## config.mk

```make
export PLATFORM = sky130hd
export DESIGN_NAME = vga_pattern_sequencer
export DESIGN_NICKNAME = d
export VERILOG_FILES = /design/src/rtl/vga_pattern_sequencer.sv
export SDC_FILE = /design/constraint.sdc
export NUM_CORES = 1
export LEC_CHECK = 0
export CAP_MARGIN = 15
export CORE_UTILIZATION = 41
export DETAILED_ROUTE_END_ITERATION = 8
export PLACE_DENSITY = 0.8
export RECOVER_POWER = 50
export SETUP_SLACK_MARGIN = 0.1
export SLEW_MARGIN = 30
export SYNTH_ARGS = -nofsm -noshare
export SYNTH_HDL_FRONTEND = slang
export SYNTH_SLANG_ARGS = --single-unit
```

## constraint.sdc

```tcl
create_clock -name clk_pix -period 1.76 [get_ports clk_pix]
set_input_delay 0.176 -clock clk_pix [delete_from_list [all_inputs] [get_ports clk_pix]]
set_output_delay 0.176 -clock clk_pix [all_outputs]
set_load 0.05 [all_outputs]
```

## src/rtl/vga_pattern_sequencer.sv

```systemverilog
// Frame-synchronous VGA test-pattern scheduler: host req/ack mode changes and auto cycling, applied at frame boundaries.
// Optional build macro VGA_SEQ_AUTO_EN enables the dwell counter and auto-advance logic.
module vga_pattern_sequencer #(
  parameter int unsigned H_RES        = 1366,
  parameter int unsigned V_RES        = 768,
  parameter int unsigned DWELL_FRAMES = 120,
  parameter int unsigned CHK_SHIFT    = 6
) (
  input  logic        clk_pix,
  input  logic        rst,
  input  logic [11:0] sx,
  input  logic [11:0] sy,
  input  logic        de,
  input  logic        auto_en,
  input  logic        mode_req,
  input  logic [2:0]  mode_sel,
  output logic        mode_ack,
  output logic        mode_busy,
  output logic [2:0]  cur_mode,
  output logic        vga_r,
  output logic        vga_g,
  output logic        vga_b
);

  typedef enum logic [1:0] {RUN, PEND, APPLY} state_t;

  function automatic logic [7:0][11:0] calc_bounds();
    logic [7:0][11:0] b;
    for (int unsigned k = 0; k < 8; k++) b[k] = 12'(k * H_RES / 8);
    return b;
  endfunction

  localparam logic [7:0][11:0] BOUNDS = calc_bounds();

  state_t     state;
  logic [2:0] req_mode;
  logic       bnd;
  logic [2:0] strip;
  logic       border;
  logic [2:0] rgb;

  assign bnd    = (sx == '0) && (sy == 12'(V_RES));
  assign border = (sx == '0) || (sx == 12'(H_RES - 1)) ||
                  (sy == '0) || (sy == 12'(V_RES - 1));

  always_comb begin
    strip = '0;
    for (int unsigned k = 1; k < 8; k++)
      if (sx >= BOUNDS[k]) strip = 3'(k);
  end

  always_comb begin
    rgb = '0;
    case (cur_mode)
      3'd0:    rgb = strip;
      3'd1:    rgb = {3{sx[CHK_SHIFT] ^ sy[CHK_SHIFT]}};
      3'd2:    rgb = sx[9:7];
      3'd3:    rgb = '1;
      3'd5:    rgb = {3{border}};
      default: rgb = '0;
    endcase
  end

  always_ff @(posedge clk_pix) begin
    if (rst) {vga_r, vga_g, vga_b} <= '0;
    else     {vga_r, vga_g, vga_b} <= de ? rgb : '0;
  end

`ifdef VGA_SEQ_AUTO_EN
  localparam int unsigned DW = $clog2(DWELL_FRAMES + 1);
  logic [DW-1:0] dwell_cnt;
`else
  logic unused_auto;
  assign unused_auto = auto_en;
`endif

  always_ff @(posedge clk_pix) begin
    if (rst) begin
      state     <= RUN;
      req_mode  <= '0;
      cur_mode  <= '0;
      mode_ack  <= 1'b0;
      mode_busy <= 1'b0;
`ifdef VGA_SEQ_AUTO_EN
      dwell_cnt <= '0;
`endif
    end else begin
      mode_ack <= 1'b0;
      unique case (state)
        RUN: begin
          // A request sampled in RUN wins over an auto step on the same boundary.
          if (mode_req) begin
            req_mode  <= mode_sel;
            mode_busy <= 1'b1;
            state     <= PEND;
          end
`ifdef VGA_SEQ_AUTO_EN
          else if (auto_en && bnd) begin
            if (dwell_cnt == DW'(DWELL_FRAMES - 1)) begin
              dwell_cnt <= '0;
              cur_mode  <= (cur_mode >= 3'd5) ? 3'd0 : cur_mode + 3'd1;
            end else begin
              dwell_cnt <= dwell_cnt + DW'(1);
            end
          end
`endif
        end
        PEND: begin
          // Mode and ack take effect on the boundary edge itself; APPLY only retires busy.
          if (bnd) begin
            cur_mode <= req_mode;
            mode_ack <= 1'b1;
            state    <= APPLY;
`ifdef VGA_SEQ_AUTO_EN
            dwell_cnt <= '0;
`endif
          end
        end
        APPLY: begin
          mode_busy <= 1'b0;
          state     <= RUN;
        end
        default: state <= RUN;
      endcase
    end
  end

endmodule
```

==> reports/qor.txt <==
clk buf depth - 2
syn avg cell area - 8.475 sq um
CTS H-tree depth - 1
cell count after synthesis - 106
Nets - 201
initial antenna violation count - 0
Worst path slowest cell - clkdlybuf4s50_1
Synth Flop Type - dfxtp_1
Slew headroom - 56.11%
CTS tree - done
Final Util - 77.00%
worst-margin pin slew - 0.6611 ns
number of diodes - 0
cells taking the most area after synthesis - dfxtp_1 (29%), nor4_4 (7.1%), mux2i_1 (6.7%)
gr usage total - 24.32%
met1 Use GR - 29.92%
Post-synth top cells - nor2_1 (14), dfxtp_1 (13), nor3_1 (7)
total wire length - 3077 microns
Setup Viol. Count Final - 0
Final Power - 0.0007172 W
detailed placement HPWL - 2225 microns
Antenna Nets Post-Route - 0
number of distinct library cells after synthesis - 41
top-count cell post-synth - nor2_1
initial DRC count - 46
Port Buffers - 38
Final Hold Slack - 0.4858 ns
Hold WC Path Type - register to register
DR vias - 1102
Yosys reg bits - 13
EDFF count, synth - 0
met3 global-route usage - 4.984%
gr ovfl total - 0
leakage power - 0.6658 nW
Clock Latency Late Sink - 0.27 ns
syn nets - 138
global route hottest layer - met2
Mapped Area - 898.4 sq um
I/O pins - 40
cts hold-fix bufs - 0
post-synthesis sequential area ratio - 28.97%
cell depth of the worst flop-to-flop path - 5
WS Path Type - input port to register
RSZ-0062 raised after global routing - true
clock sink count - 13
Critical Path AT - 1.78 ns
RePlAce Congestion - 0.8625
filler cell count - 142
vias per cell - 5.651
DRC - 0
via count of the first global-routing pass - 1066
power per cell area - 465.3 nW/um^2
crit-path cells - clkdlybuf4s50_1 -> or2_4 -> nor4_4 -> buf_4 -> nor4b_1 -> o22ai_1 -> a211o_1
mean routed wirelength per cell - 15.78 microns
Hold Crit Depth - 1
Critical Path RT - 1.92 ns
outcome - finished, final reports clean
endpoint type of the worst setup path - register
Core Area - 2002 sq um
Die Width - 48.81 microns
Synth-to-Final Area Change - 71.59%
crit start category - input port
period utilization - 92.54%
YS warnings - 0
clock tree root driver cell - clkbuf_4
DP Area - 1448 sq um
Min Clock Period, post-route - 1.629 ns
layout cells sized above 1 - 23.81%
Die ar. - 2382 sq um
die height - 48.81 microns
maximum vdd drop - 604.7 uV
achievable frequency - 614.0 MHz
largest net degree at the start of global routing - 13
CTS buffer count - 3
leading area contributor after synthesis - dfxtp_1
row count - 16
first-pass GRT wire length - 4609 microns
cell area after layout - 1541 sq um
max-cap violation count - 0
area fraction of the dominant cell type after synthesis - 28.97%
FFs w/ async S/R, synth - 0%
Starting Density - 44.88%
critical path's largest stage delay - 0.57 ns
Reg clk slew, reported paths - 0.07 ns
max-slew violations - 0
CP Max Fanout - 4
met2 usage - 43.52%
Final Hold Viols - 0
Initial DRT Pass Iterations - 4
Post-Route Skew - 0.004642 ns
worst paths after layout:
kind                    start        to  slack (ns)
setup / recovery        sx[6]     vga_b        0.13
hold / removal       state[1]  state[0]        0.49
setup reg to reg  cur_mode[1]     vga_b        0.22
hold reg to reg      state[1]  state[0]        0.49
per-layer routing:
layer | vias up | wire length [microns]
met2 | 42 | 1605
met1 | 522 | 1268
li1 | 534 | -
met4 | 0 | 22
met5 | - | 0
met3 | 4 | 181
repair_timing:
| item | in CTS | in global routing |
|---|---|---|
| resized for setup | 3 | 16 |
| buffers inserted | 1 | 1 |
| endpoints found under the setup margin | 6 | 8 |
| gates cloned | 0 | 0 |
| pin swaps | 8 | 8 |
cell families (layout without fill, tap and decap cells):
logic type,count (synthesis),count (layout),share of synthesized area [%]
and+or+nand+nor,62,62,45.96
AOI/OAI and AO/OA,20,20,15.60
DFF,13,13,28.97
muxes,6,6,6.686
buffers and inverters,4,66,1.810
xor gates and xnor gates,1,1,0.9751
power breakdown:
group          internal (W)  leakage (nW)  total, W  switching, W
clock             0.0000876        0.0150  0.000173     0.0000855
sequential         0.000306         0.107  0.000312    0.00000607
combinational      0.000119         0.544  0.000232      0.000113
total              0.000512         0.666  0.000717      0.000205
cell type report:
type	count	area (sq um)	share of cell area [%]
clock buffer	4	26.28	1.705
inverter	2	7.507	0.4870
multi-input combinational	89	666.9	43.26
sequential	13	260.3	16.88
tap	27	33.78	2.192
timing repair buffer	60	546.8	35.47
sequential cells by signal (all words and copies together), names as in the netlist:
signal / flops
mode_ack: 1
vga_r: 1
vga_g: 1
req_mode: 3
state: 2
cur_mode: 3
vga_b: 1
mode_busy: 1
stage by stage:
| stage | setup TNS, ns | cells | worst slack, ns |
|---|---|---|---|
| after detailed placement | -1.538 | 189 | -0.2147 |
| after global routing | -0.06217 | 195 | -0.06217 |
| after CTS | 0 | 194 | 0.09821 |
| after floorplan | 0 | 106 | 0.2089 |
| after global placement | -1.168 | 189 | -0.1796 |
| final | 0 | 195 | 0.1313 |
cell usage in the layout (no fill, tap or decap), drive strengths merged, types with 2 or more instances in the layout:
cell type,instances
buf,22
clkdlybuf4s50,20
nor2,14
dfxtp,13
dlymetal6s2s,9
nor4,9
nor3,7
nand3,7
clkbuf,7
mux2i,6
o21ai,5
nand2,5
dlygate4sd3,4
or3,4
nand2b,3
nand4,3
a21oi,2
nand3b,2
a211o,2
inv,2
o21a,2
dlygate4sd2,2
worst max-delay path, delay by kind of cell:
family,cells,cell delay [ns]
AO/OA/AOI/OAI,2,0.36
buffers and inverters,2,0.71
AND/OR/NAND/NOR,3,0.52
Power figures use the tool's default switching activity.
